### config.mk
export PLATFORM = sky130hd
export DESIGN_NAME = noc_input_port
export DESIGN_NICKNAME = d
export VERILOG_FILES = /design/src/rtl/noc_input_port.sv
export SDC_FILE = /design/constraint.sdc
export NUM_CORES = 1
export LEC_CHECK = 0
export BUFFER_PORTS_ARGS = -buffer_cell sky130_fd_sc_hd__buf_2
export CORE_MARGIN = 2
export CORE_UTILIZATION = 45
export DETAILED_ROUTE_END_ITERATION = 7
export GPL_ROUTABILITY_DRIVEN = 0
export GPL_TIMING_DRIVEN = 0
export PLACE_DENSITY_LB_ADDON = 0.15
export SETUP_SLACK_MARGIN = 0.3
export SLEW_MARGIN = 30
export SYNTH_ARGS = -nofsm -noshare
export SYNTH_HDL_FRONTEND = slang
export SYNTH_SLANG_ARGS = --single-unit
### constraint.sdc
create_clock -name clk -period 4.8 [get_ports clk]
set_clock_uncertainty 0.1 [all_clocks]
set_input_delay 0.48 -clock clk [delete_from_list [all_inputs] [get_ports clk]]
set_output_delay 0.48 -clock clk [all_outputs]
set_load 0.1 [all_outputs]
### src/rtl/noc_input_port.sv
// NoC router input port: first-word-fall-through flit FIFO with XY route
// computation on the head flit, presented to the switch allocator as a label.
module noc_input_port #(
   parameter int DEPTH    = 8,
   parameter int WIDTH    = 3,
   parameter int DATASIZE = 40,
   parameter int X_ID     = 0,
   parameter int Y_ID     = 0
) (
   input  logic                clk,
   input  logic                rst,
   input  logic                data_valid_in,
   input  logic [DATASIZE-1:0] data_in,
   output logic                full,
   input  logic                ready,
   output logic [3:0]          label,
   output logic [DATASIZE-1:0] data_out,
   output logic [WIDTH:0]      occupancy,
   output logic                overflow
);

   localparam logic [WIDTH:0] FULL_COUNT = (WIDTH+1)'(DEPTH);
   localparam logic [1:0]     MY_X       = 2'(X_ID);
   localparam logic [1:0]     MY_Y       = 2'(Y_ID);

   typedef enum logic [3:0] {
      ROUTE_NONE = 4'd0,
      ROUTE_L    = 4'd1,
      ROUTE_N    = 4'd2,
      ROUTE_E    = 4'd3,
      ROUTE_S    = 4'd4,
      ROUTE_W    = 4'd5
   } route_e;

   logic [DATASIZE-1:0] mem [DEPTH];
   logic [WIDTH-1:0]    wr_ptr;
   logic [WIDTH-1:0]    rd_ptr;
   logic [WIDTH:0]      count;
   logic                push;
   logic                pop;
   logic                empty;
   logic [DATASIZE-1:0] head;
   logic [1:0]          dst_x;
   logic [1:0]          dst_y;
   route_e              route;

   // full is judged before any same-cycle pop, so a push into a full FIFO is lost.
   assign full      = (count == FULL_COUNT);
   assign empty     = (count == '0);
   assign push      = data_valid_in && !full;
   assign pop       = ready && !empty;
   assign occupancy = count;

   always_ff @(posedge clk) begin
      // NOTE: sequential state uses non-blocking assignments so every register
      // samples the pre-edge values regardless of statement order.
      if (rst) begin
         wr_ptr   <= '0;
         rd_ptr   <= '0;
         count    <= '0;
         overflow <= 1'b0;
      end else begin
         if (push) wr_ptr <= wr_ptr + 1'b1;
         if (pop)  rd_ptr <= rd_ptr + 1'b1;
         case ({push, pop})
            2'b10:   count <= count + 1'b1;
            2'b01:   count <= count - 1'b1;
            default: count <= count;
         endcase
         if (data_valid_in && full) overflow <= 1'b1;
      end
   end

   // NOTE: the flit array is deliberately not reset; pointers and count alone
   // define which entries are valid, and a reset memory costs a mux per bit.
   always_ff @(posedge clk) begin
      if (push) mem[wr_ptr] <= data_in;
   end

   assign head     = empty ? '0 : mem[rd_ptr];
   assign data_out = head;
   assign dst_x    = head[35:34];
   assign dst_y    = head[33:32];

   always_comb begin
      // NOTE: default first so every path assigns route and no latch is inferred.
      route = ROUTE_NONE;
      if (!empty) begin
         if (dst_x > MY_X)      route = ROUTE_E;
         else if (dst_x < MY_X) route = ROUTE_W;
         else if (dst_y > MY_Y) route = ROUTE_S;
         else if (dst_y < MY_Y) route = ROUTE_N;
         else                   route = ROUTE_L;
      end
   end

   assign label = route;

endmodule

# Word level (Yosys, flattened, before mapping)
# Memory sizes are Yosys's and may differ from the RTL's. A register that Yosys moved wholly into a read port is not among the register bits.
# Index checks and enable logic that the tools add are counted.
[op_classes]
n_eq_ne = 3
add_sub_neg = 4
mux = 11
magnitude_cmp = 4
n_reduce_logical = 7
[ops]
columns = ["op", "n"]
rows = [
  ["$mux W40", 1],
  ["$mux W3", 6],
  ["$pmux W4 S2", 1],
  ["$add A3 B1 Y3 const B", 2],
  ["$add A4 B1 Y4 const B", 1],
  ["$eq A4 B4 Y1 const B", 1],
  ["$gt A2 B1 Y1 const B", 2],
  ["$logic_not A4 Y1", 1],
  ["$lt A2 B1 Y1 const B", 2],
  ["$sub A4 B1 Y4 const B", 1],
  ["$logic_and A1 B1 Y1", 3],
  ["$eq A2 B1 Y1 const B", 1],
  ["$eq A2 B2 Y1 const B", 1],
  ["$logic_not A1 Y1", 2],
  ["$mux W1", 2],
  ["$mux W2", 1],
  ["$reduce_bool A2 Y1", 1],
]
[word_totals]
memories = 1
mem_bits_rw = 320
elab_cells = 34
reg_bits = 11
[memory_table]
columns = ["memory", "words", "word_bits", "read_ports", "rd_ports_with_merged_regs", "wr", "line", "text"]
rows = [
  ["mem", 8, 40, 1, 1, 1, "35", "logic [DATASIZE-1:0] mem [DEPTH];"],
]

# Depth between registers and ports, before layout
# Gate-level depths: netlist of the first run.
[depth]
ltp_word = 8
depth_mapped = 11

# Worst setup path before layout of the first run
# No wires, ideal clock.
[synth_timing]
path_kind = "register -> register"
startpoint = "register count[0] (netlist: occupancy[0])"
endpoint = "memory mem[0][0], enable pin"
stages_incl_launch_ff = 5
path_buffers = 1
setup_time_ns = 0.537
arrival_ns = 5.345
setup_slack_ns = -1.182
path_cell_list = "dfxtp_1 or4b_1 buf_2 nand2_4 nor4_1"
[synth_via]
elab_chain_cells = 5
[synth_rtl]
columns = ["element", "line", "text"]
rows = [
  ["from (decl)", "38", "logic [WIDTH:0] count;"],
  ["from (signal assigned)", "66", "2'b10: count <= count + 1'b1;"],
  ["from (signal assigned)", "67", "2'b01: count <= count - 1'b1;"],
  ["from (signal assigned)", "68", "default: count <= count;"],
  ["$eq A4 B4 Y1", "48", "assign full = (count == FULL_COUNT);"],
  ["$logic_not A1 Y1", "50", "assign push = data_valid_in && !full;"],
  ["$logic_and A1 B1 Y1", "50", ""],
  ["$mux W1", "77", "if (push) mem[wr_ptr] <= data_in;"],
  ["$mux W1 (not written as such)", "77", ""],
  ["to (decl)", "35", ""],
]
# No other way between the ends.

# Worst setup path in the final report of the first run
[layout_timing]
startpoint = "register count[1] (netlist: occupancy[1])"
endpoint = "output data_out[17]"
[layout_via]
elab_chain_cells = 2
[layout_rtl]
columns = ["element", "line", "text"]
rows = [
  ["$logic_not A4 Y1", "49", "assign empty = (count == '0);"],
  ["$mux W40", "80", "assign head = empty ? '0 : mem[rd_ptr];"],
  ["to (decl)", "17", "output logic [DATASIZE-1:0] data_out,"],
]
# No other way between the ends.

==> results of run 1 <==
## stage by stage
stage	setup TNS (ns)	cell area (um2)	util, %	hold slack [ns]	cells
6_report	0	15600	54.8	0.0680	1196
5_1_grt	0	15600	54.8	0.0722	1195
4_1_cts	0	15600	54.8	0.0582	1195
3_5_place_dp	0	14500	50.6	0.367	1130
3_3_place_gp	-417.88	13900	48.7	0.345	1089
2_1_floorplan	-12.34	13000	-	0.385	613
## worst max-delay path, cell delays in order, from the launching register on
cell	delay (ns)
dfxtp_1	0.32
buf_6	0.14
nor4_4	0.67
clkbuf_1	0.56
nor2_1	0.21
buf_2	0.34
## placed cells by master (no fill, tap or decap), drive strengths merged, types with 2 or more instances in the layout
| master | count |
|---|---|
| nor4 | 2 |
| nand3 | 10 |
| bufinv | 4 |
| nor2 | 54 |
| o21ai | 3 |
| nor3 | 4 |
| clkinv | 11 |
| dfxtp | 14 |
| a22oi | 2 |
| nand2b | 2 |
| xor2 | 6 |
| inv | 4 |
| nand2 | 5 |
| mux4 | 74 |
| buf | 161 |
| nor2b | 4 |
| mux2i | 54 |
| clkbuf | 51 |
| ha | 5 |
| a21oi | 5 |
| edfxtp | 320 |
## state kept, by name, summed over array words and instances (netlist names), named ones only
name and flops:
overflow 1, occupancy 4, rd_ptr 3, wr_ptr 3, mem 320
## kinds of logic (layout without fill, tap and decap cells)
group	Yosys count	count (layout)	share of synthesized area [%]
buf+inv	34	232	1.46
simple gates	90	90	3.34
other cells	1	2	0.0290
compound gates	13	13	0.599
fa+ha+maj	5	5	0.483
xor+xnor	7	7	0.532
mux	129	129	17.1
flops	334	334	76.4
## metal layers
| layer | vias to the layer above | global-route usage, % | wire length [um] |
|---|---|---|---|
| met3 | 43 | 3.44 | 1300 |
| met1 | 3328 | 24.8 | 11500 |
| met5 | - | 0 | 25 |
| met2 | 159 | 31.8 | 14000 |
| met4 | 4 | 4.52 | 559 |
| li1 | 2849 | - | - |
## final cells by class
type	count	share of cell area, %
tap	384	3.07
sequential	334	63.3
antenna	1	0.0160
clock inverter	19	1.32
timing repair buffer	133	6.12
inverter	1	0.0240
buffer	33	1.18
clock buffer	46	6.20
multi-input combinational	245	18.8
## worst max-delay path by stage
stage	startpoint	end	slack (ns)
2_1_floorplan	occupancy[0]	mem[1][0]	-0.10
3_3_place_gp	occupancy[0]	mem[1][25]	-2.72
3_5_place_dp	occupancy[1]	data_out[28]	1.95
4_1_cts	occupancy[1]	data_out[28]	1.39
5_1_grt	occupancy[0]	data_out[28]	1.32
6_report	occupancy[1]	data_out[17]	1.45
## power by group
part / switching [W] / total [W] / internal [W] / leakage (nW)
clock network: 0.00107 / 0.00272 / 0.00165 / 0.574
logic: 0.00310 / 0.00403 / 0.000937 / 1.62
registers: 0.0000633 / 0.00342 / 0.00336 / 3.02
total: 0.00423 / 0.0102 / 0.00595 / 5.21
==> run metrics, run 1 <==
pre-CTS WS 1.95 ns; Resized Gates After CTS 0; Area Growth Syn to Fin 20.8%; reg-to-reg slack, setup 2.00 ns; gr usage total 18.5%; syn_area_per_cell 21.1 um2; leakage power 5.21 nW; Slew headroom 49.7%; Max Buffers Root-to-Sink 3; CP required 4.22 ns; Skew-Pair Late Insertion Delay 0.51 ns; Pre-antenna DRT Iters 4; Die X 174 um; Startpoint Class flip-flop; Fillers 2,286; I/O pins 94; Power Density 651 nW/um2; Least-Margin Pin Slew 0.749 ns; register area 9890 um2; Iter 0 DRT Violations 500; I/O Buffers 92; critical hold path startpoint rst; Crit Path Max Fanout 10; pin count of the biggest net entering global routing 15; Synth top area share 74.3%; sequential cell area fraction in the yosys report 76.4%; post-synth top area cell edfxtp_1; WL per Instance 22.9 um; Setup Crit Path Kind reg -> out; Arr. time, crit path 2.77 ns; reg2reg start occupancy[1]; Post-Route WL 27.4 mm; synth top area cells edfxtp_1, mux4_2, mux2i_1; FMAX 298 MHz; area of the multi-input gates 2940 um2; count leader, synth edfxtp_1; post-synth net total 662; Root Driver clkbuf_16; Nets 833; worst reg-to-reg path cell count 11; vias in the first global route 6,843; Synth Instances 613; hold worst-path end wr_ptr[1]; Post-CTS Setup Bufs 0; Yosys Warn Count 0; Post-route DRC 0; share of cells above drive strength 1 37.4%; Post-synth EDFFs 320; library cells used by synthesis 39; most frequent cells after synthesis edfxtp_1, mux4_2, mux2i_1, nor2_1, buf_2; post-layout minimum cycle time 3.35 ns; post-DP HPWL 18.7 mm; total of max-cap violations 0; CTS sink cnt 334; Async SR Flop Fraction 0%; Die ar. 30,100 um2; DR vias/cell 5.34; row count 62; Tot Pwr 0.0102 W; total number of vias 6,383; hold depth 2; CTS Buf Count 36; Chip Height 174 um; Synth Cell Area 12,900 um2; Initial Utilization 45.3%; Final setup viols 0; final period utilization 69.8%; maximum VDD drop 0.00110 V; CTS H-tree lvls 2; initial antenna violation count 3; Reg clk slew, reported paths 0.06 ns; status completed; RSZ-0062 raised after global routing false; core area 28,500 um2; count of state elements after synthesis 334; Remaining Overflow, GRT 0; first-pass GRT wire length 41.5 mm; TritonCTS clock tree built; Hold Path Class in -> reg; Post-synth top flop edfxtp_1; final hold viol count 0; Crit. End Element output port; CTS Hold Buffers Added 0; Worst R2R End occupancy[2]; Routed Antenna Nets 0; PnR worst setup slack 1.45 ns; max-slew violation count 0
(Power assumes the default switching activity.)
==> run 2, diff against run 1 <==
==> constraint.sdc (replaced) <==
create_clock -name clk -period 2.8 [get_ports clk]
set_clock_uncertainty 0.1 [all_clocks]
set_input_delay 0.28 -clock clk [delete_from_list [all_inputs] [get_ports clk]]
set_output_delay 0.28 -clock clk [all_outputs]
set_load 0.1 [all_outputs]
==> run 2 against run 1 <==
  * Clock power increased by 64%
  * Total power increased by 87%
  * Via count increased by 1.8%
  * Utilization increased by 4.7 points
  * Die area unchanged
  * Register-to-register slack got worse by 1.7 ns
  * Highest routed layer is now met4
==> run metrics, run 2 (synthesis results as in run 1) <==
status completed (unchanged); Die X 174 um (unchanged); core area 28,500 um2 (unchanged); Final setup viols 0 (unchanged); pre-CTS WS 0.0216 ns (was 1.95 ns); Least-Margin Pin Slew 0.660 ns (was 0.749 ns); Power Density 1120 nW/um2 (was 651 nW/um2); critical hold path startpoint data_valid_in (was rst); FMAX 393 MHz; total of max-cap violations 0 (unchanged); post-layout minimum cycle time 2.54 ns; Setup Crit Path Kind reg -> out (unchanged); Post-route DRC 0 (unchanged); Hold Path Class in -> reg (unchanged); Worst R2R End occupancy[2] (unchanged); reg2reg start occupancy[0] (was occupancy[1]); hold worst-path end wr_ptr[1] (unchanged); TritonCTS clock tree built (unchanged); Buf/Inv on CP 3 (unchanged); hold depth 3 (was 2); post-DP HPWL 17.7 mm (was 18.7 mm); DR vias/cell 5.26 (was 5.34); CTS sink cnt 334 (unchanged); I/O Buffers 92 (unchanged); Nets 877 (was 833); PnR worst setup slack 0.257 ns (was 1.45 ns); leakage power 5.58 nW (was 5.21 nW); Area Growth Syn to Fin 31.1% (was 20.8%); Max Buffers Root-to-Sink 3 (unchanged); total number of vias 6,497 (was 6,383); Largest Register mem (unchanged); final period utilization 90.8%; Slew headroom 55.9% (was 49.7%); Chip Height 174 um (unchanged); Layout Cells excl Fill 1,236 (was 1,196); Skew-Pair Late Insertion Delay 0.50 ns (was 0.51 ns); Post-Route WL 27.1 mm (was 27.4 mm); row count 62 (unchanged); Iter 0 DRT Violations 552 (was 500); final hold viol count 0 (unchanged); pin count of the biggest net entering global routing 17 (was 15); worst reg-to-reg path cell count 10 (was 11); I/O pins 94 (unchanged); most frequent cells in the layout edfxtp_1, mux4_2, buf_6 (was edfxtp_1, buf_2, mux4_2); most common cell after layout, fill and taps aside edfxtp_1 (unchanged); WL per Instance 22.0 um (was 22.9 um); Initial Utilization 45.3% (unchanged); CP required 2.42 ns (was 4.22 ns); gr usage total 18.5% (about the same); critical path's largest stage delay 0.51 ns (was 0.67 ns); Root Driver clkbuf_16 (unchanged); Startpoint Class flip-flop (unchanged); max-slew violation count 0 (unchanged); CTS H-tree lvls 2 (unchanged); maximum VDD drop 0.00175 V (was 0.00110 V); RSZ-0062 raised after global routing true (was false); Crit. End Element output port (unchanged); placed cell count 1,119 (was 1,130); Crit Path Max Fanout 10 (unchanged); Pre-antenna DRT Iters 6 (was 4); Routed Antenna Nets 0 (unchanged); reg-to-reg slack, setup 0.27 ns (was 2.00 ns); CTS Buf Count 35 (was 36); number of flip-flops in the largest register 320 (unchanged); Reg clk slew, reported paths 0.06 ns (about the same); setup_tns 0 ns (unchanged); Die ar. 30,100 um2 (unchanged); vias in the first global route 7,092 (was 6,843); Crit-path slowest cell mux4_2 (was nor4_4); Fin Hold WS 0.0403 ns (was 0.0680 ns); Arr. time, crit path 2.16 ns (was 2.77 ns); share of cells above drive strength 1 44.7% (was 37.4%); Remaining Overflow, GRT 0 (unchanged); Most common cell on crit path buf_12; first-pass GRT wire length 41.8 mm (was 41.5 mm); crit-path cells buf_12, buf_12, mux4_2, mux2i_2, nor2_2, buf_6 (was buf_6, nor4_4, clkbuf_1, nor2_1, buf_2); initial antenna violation count 1 (was 3); CP delay by family, top multiplexers (was buffers and inverters)
## run 2: cell count changes in the layout (fill, tap and decap cells not counted), moves of 8 or more
cell / before / now
buf_12: 0 / 15
buf_2: 114 / 49
nor2_2: 0 / 39
buf_6: 12 / 56
mux2i_1: 54 / 38
nor2_1: 51 / 10
clkbuf_1: 13 / 5
mux2i_2: 0 / 14
buf_8: 2 / 15
dlygate4sd3_1: 0 / 41
## run 2: worst max path at each step
| stage | start | endpoint | slack [ns] | depth (start not counted) |
|---|---|---|---|---|
| finish | flip-flop | data_out[18] | 0.26 | 6 |
| global route | flip-flop | data_out[19] | 0.18 | 6 |
| CTS | flip-flop | data_out[31] | 0.20 | 6 |
| detailed placement | occupancy[1] | occupancy[2] | 0.02 | 11 |
| global placement | occupancy[1] | mem[0][11] | -1.26 | 5 |
| floorplan | occupancy[1] | mem[0][0] | -0.15 | 5 |
## run 2: cell type report
class | count | area, um2
Tap cell | 384 | 480
Clock inverter | 18 | 156
Inverter | 1 | 3.75
Fill cell | 2097 | 11600
Timing Repair Buffer | 178 | 1820
Clock buffer | 42 | 955
Multi-Input combinational cell | 245 | 3220
Antenna cell | 1 | 2.50
Buffer | 33 | 417
Sequential cell | 334 | 9910
## run 2: per-layer routing
metal	global-route usage (%)	share of wire (%)
met2	32.2	51
met4	4.41	1.7
met3	3.31	4.3
met5	0	0
met1	24.6	43
## run 2: timing repair
action,in CTS,in global routing
hold buffers,41,0
gates cloned,1,0
resized for setup,187,20
setup endpoints to repair,55,46
hold endpoints to repair,321,0
buffers inserted,14,0
pin swaps,9,2
## run 2: through the flow
stage                     total power [W]  utilization [%]  cell area (um2)
after floorplan                    0.0119                -            13200
after global placement             0.0131             49.5            14100
after detailed placement           0.0133             51.1            14600
after CTS                          0.0191             59.2            16900
after global routing               0.0197             59.4            17000
final                              0.0190             59.4            17000
## run 2: worst min-delay path, stage by stage
cell     delay, ns
buf_2         0.15
nand3_1       0.09
a21oi_1       0.06
## run 2: where the power goes
part / total (W) / leakage, nW / switching [W] / internal [W]
Clock: 0.00447 / 0.553 / 0.00178 / 0.00269
Sequential: 0.00589 / 3.02 / 0.000110 / 0.00578
Combinational: 0.00867 / 2.01 / 0.00576 / 0.00291
Total: 0.0190 / 5.58 / 0.00765 / 0.0114
==> run 3, diff against run 2 <==
--- a/config.mk
+++ b/config.mk
@@ -5,6 +5,7 @@
 export SDC_FILE = /design/constraint.sdc
 export NUM_CORES = 1
 export LEC_CHECK = 0
+export ABC_AREA = 1
 export BUFFER_PORTS_ARGS = -buffer_cell sky130_fd_sc_hd__buf_2
 export CORE_MARGIN = 2
 export CORE_UTILIZATION = 45
==> run 3 against run 2 <==
  * Synthesized area grew 2.7%
  * Global-route usage is 3.8 points higher
  * Sequential power up 0.7%
  * Non-clock buffer count up 17
  * Flip-flop and latch count stayed put
  * Setup slack worse by 0.068 ns
  * Maximum frequency down 2.6%
  * Critical path type unchanged
  * Largest cell class unchanged
  * Highest routed layer unchanged
  * Largest power group unchanged
  * Combinational power up 35%
  * Sequential share of layout area fell by 4.5 points
  * Critical path depth increased by 4
==> run metrics, run 3 <==
DP Area 15,300 um2 (was 14,600 um2); Synth top area share 72.3% (was 74.3%); post-layout minimum cycle time 2.61 ns (was 2.54 ns); Initial Utilization 46.0% (was 45.3%); CTS sink cnt 334 (unchanged); Nets 1,330 (was 877); initial antenna violation count 1 (unchanged); Synth Cell Area 13,300 um2 (was 12,900 um2); synth top area cells edfxtp_1, nor2_1, o21ai_0 (was edfxtp_1, mux4_2, mux2i_1); Die X 176 um (was 174 um); status completed (unchanged); max-slew violation count 0 (unchanged); post-DP HPWL 21.6 mm (was 17.7 mm); post-synthesis simple-gate area fraction 10.5% (was 3.34%); Hold Path Class in -> reg (unchanged); gr usage total 22.3% (was 18.5%); TritonCTS clock tree built (unchanged); Remaining Overflow, GRT 0 (unchanged); main combinational cell family by area after synthesis compound AO/OA/AOI/OAI gates (was multiplexers); FMAX 383 MHz (was 393 MHz); Layout Cells excl Fill 1,690 (was 1,236); crit-path cells buf_12, inv_8, buf_12, buf_12, clkbuf_16, nor2_1, o21ai_1, o21ai_2, a31oi_4, buf_12 (was buf_12, buf_12, mux4_2, mux2i_2, nor2_2, buf_6); pin count of the biggest net entering global routing 21 (was 17); post-synth top area cell edfxtp_1 (unchanged); Setup Crit Path Kind reg -> out (unchanged); Fin Hold WS 0.0618 ns (was 0.0403 ns); Synth Area in XOR/XNOR 0.264% (was 0.532%); core area 28,900 um2 (was 28,500 um2); Pre-antenna DRT Iters 5 (was 6); most frequent cells after synthesis edfxtp_1, nor2_1, o21ai_0 (was edfxtp_1, mux4_2, mux2i_1, nor2_1, buf_2); leakage power 6.47 nW (was 5.58 nW); CP required 2.42 ns (about the same); Async SR Flop Fraction 0% (unchanged); Area Growth Syn to Fin 38.4% (was 31.1%); Final setup viols 0 (unchanged); Post-route DRC 0 (unchanged); CTS H-tree lvls 2 (unchanged); most common cell after layout, fill and taps aside edfxtp_1 (unchanged); DR vias/cell 5.32 (was 5.26); PnR worst setup slack 0.190 ns (was 0.257 ns); RSZ-0062 raised after global routing true (unchanged); Power Density 1230 nW/um2 (was 1120 nW/um2); total number of vias 8,995 (was 6,497); Synth Area in Compound Gates 10.6% (was 0.599%); Arr. time, crit path 2.23 ns (was 2.16 ns); placed cell count 1,572 (was 1,119); Crit Path Max Fanout 7 (was 10); I/O pins 94 (unchanged); Chip Height 176 um (was 174 um); maximum VDD drop 0.00130 V (was 0.00175 V); count of state elements after synthesis 334 (unchanged); Synth Instances 1,080 (was 613); Die ar. 30,900 um2 (was 30,100 um2); post-synth net total 1,129 (was 662); Fillers 2,151 (was 2,097); Crit. End Element output port (unchanged); fin area 18,400 um2 (was 17,000 um2); sequential cell area fraction in the yosys report 74.4% (was 76.4%); Post-synth EDFFs 320 (unchanged); Post-synth top flop edfxtp_1 (unchanged); post-synthesis adder-cell area fraction 0.471% (was 0.483%); syn_area_per_cell 12.3 um2 (was 21.1 um2); Reg clk slew, reported paths 0.06 ns (about the same); I/O Buffers 92 (unchanged); pre-CTS WS -0.331 ns (was 0.0216 ns); Crit-path slowest cell dfxtp_2 (was mux4_2); Root Driver clkbuf_16 (unchanged); Post-Route WL 34.2 mm (was 27.1 mm); mux share of post-synthesis cell area 0% (was 17.1%); Skew-Pair Late Insertion Delay 0.52 ns (was 0.50 ns); first-pass GRT wire length 51.7 mm (was 41.8 mm); Slew headroom 61.0% (was 55.9%); library cells used by synthesis 27 (was 39); total of max-cap violations 0 (unchanged); Max Buffers Root-to-Sink 3 (unchanged); critical path's largest stage delay 0.33 ns (was 0.51 ns); Yosys Warn Count 0 (unchanged); Least-Margin Pin Slew 0.584 ns (was 0.660 ns); number of flip-flops in the largest register 320 (unchanged); WL per Instance 20.2 um (was 22.0 um); Most common cell on crit path buf_12 (unchanged); vias in the first global route 8,892 (was 7,092); Routed Antenna Nets 0 (unchanged); Largest Register mem (unchanged); count leader, synth edfxtp_1 (unchanged); Startpoint Class flip-flop (unchanged); share of cells above drive strength 1 27.5% (was 44.7%); CTS Buf Count 37 (was 35); final hold viol count 0 (unchanged); final period utilization 93.2% (was 90.8%); most frequent cells in the layout edfxtp_1, nor2_1, o21ai_0 (was edfxtp_1, mux4_2, buf_6); Tot Pwr 0.0226 W (was 0.0190 W); Iter 0 DRT Violations 724 (was 552); row count 62 (unchanged)
-- run 3: cell types whose count changed after synthesis, sizes merged, moves of 6 or more --
| cell | previous run | this run |
|---|---|---|
| a31oi | 1 | 36 |
| buf | 28 | 38 |
| o21ai | 3 | 223 |
| mux2i | 54 | 0 |
| nand2 | 5 | 61 |
| inv | 1 | 39 |
| nand3 | 10 | 23 |
| clkbuf | 5 | 28 |
| a21oi | 5 | 11 |
| mux4 | 74 | 0 |
| nor2 | 54 | 271 |
-- run 3: what timing repair did --
action | in CTS | in global routing
cloned | 2 | 2
setup endpoints to repair | 44 | 43
hold buffers | 42 | 0
setup buffers | 6 | 2
pin swaps | 34 | 40
gates resized for setup | 380 | 76
endpoints found under the hold margin | 323 | 0
-- run 3: area by class of cell --
class                   instances  area [um2]  share of cell area [%]
flip-flops and latches        334        9910                    53.9
plain buffers                  66         644                    3.50
well taps                     384         480                    2.61
multi-input cells             641        3840                    20.9
repair buffers                162        2130                    11.6
clock buffers                  51        1090                    5.95
diodes                          1        2.50                  0.0136
clock inverters                12         139                   0.755
inverters                      39         154                   0.837
-- run 3: stage by stage --
step	utilization [%]	TNS, ns
floorplan	-	0
global placement	51.5	-85.11
detailed placement	53.1	-1.15
CTS	62.7	0
global route	63.7	0
finish	63.7	0
-- run 3: logic make-up (layout without fill, tap and decap cells) --
group,count (synthesis),after routing
other,1,2
AND/OR/NAND/NOR,360,360
flip-flops,334,334
XOR/XNOR,4,4
adder cells (fa/ha/maj),5,5
buffers and inverters,105,330
AO/OA/AOI/OAI,271,271
-- run 3: report_power, final --
group          internal (W)  leakage (nW)  switching [W]
clock               0.00301         0.603        0.00189
sequential          0.00583          3.02       0.000106
combinational       0.00399          2.84        0.00776
-- run 3: final timing paths --
| check | start | to | slack [ns] | depth (start not counted) |
|---|---|---|---|---|
| max | flip-flop | data_out[37] | 0.19 | 10 |
| min | ready | flip-flop | 0.06 | 4 |
| max reg2reg | occupancy[2] | mem[5][15] | 0.54 | 8 |
| min reg2reg | overflow | overflow | 0.36 | 2 |
-- run 3: worst max-delay path, delay by kind of cell (launching register included) --
| family | cells | cell delay [ns] |
|---|---|---|
| buffers and inverters | 6 | 0.85 |
| AOI/OAI and AO/OA | 3 | 0.46 |
| DFF | 1 | 0.33 |
| and+or+nand+nor | 1 | 0.05 |
-- run 3: per-layer routing --
metal  global-route usage [%]  wire, um
met1                     30.4     14800
met4                     6.40       760
met5                        0         0
met2                     37.3     16800
met3                     3.59      1810
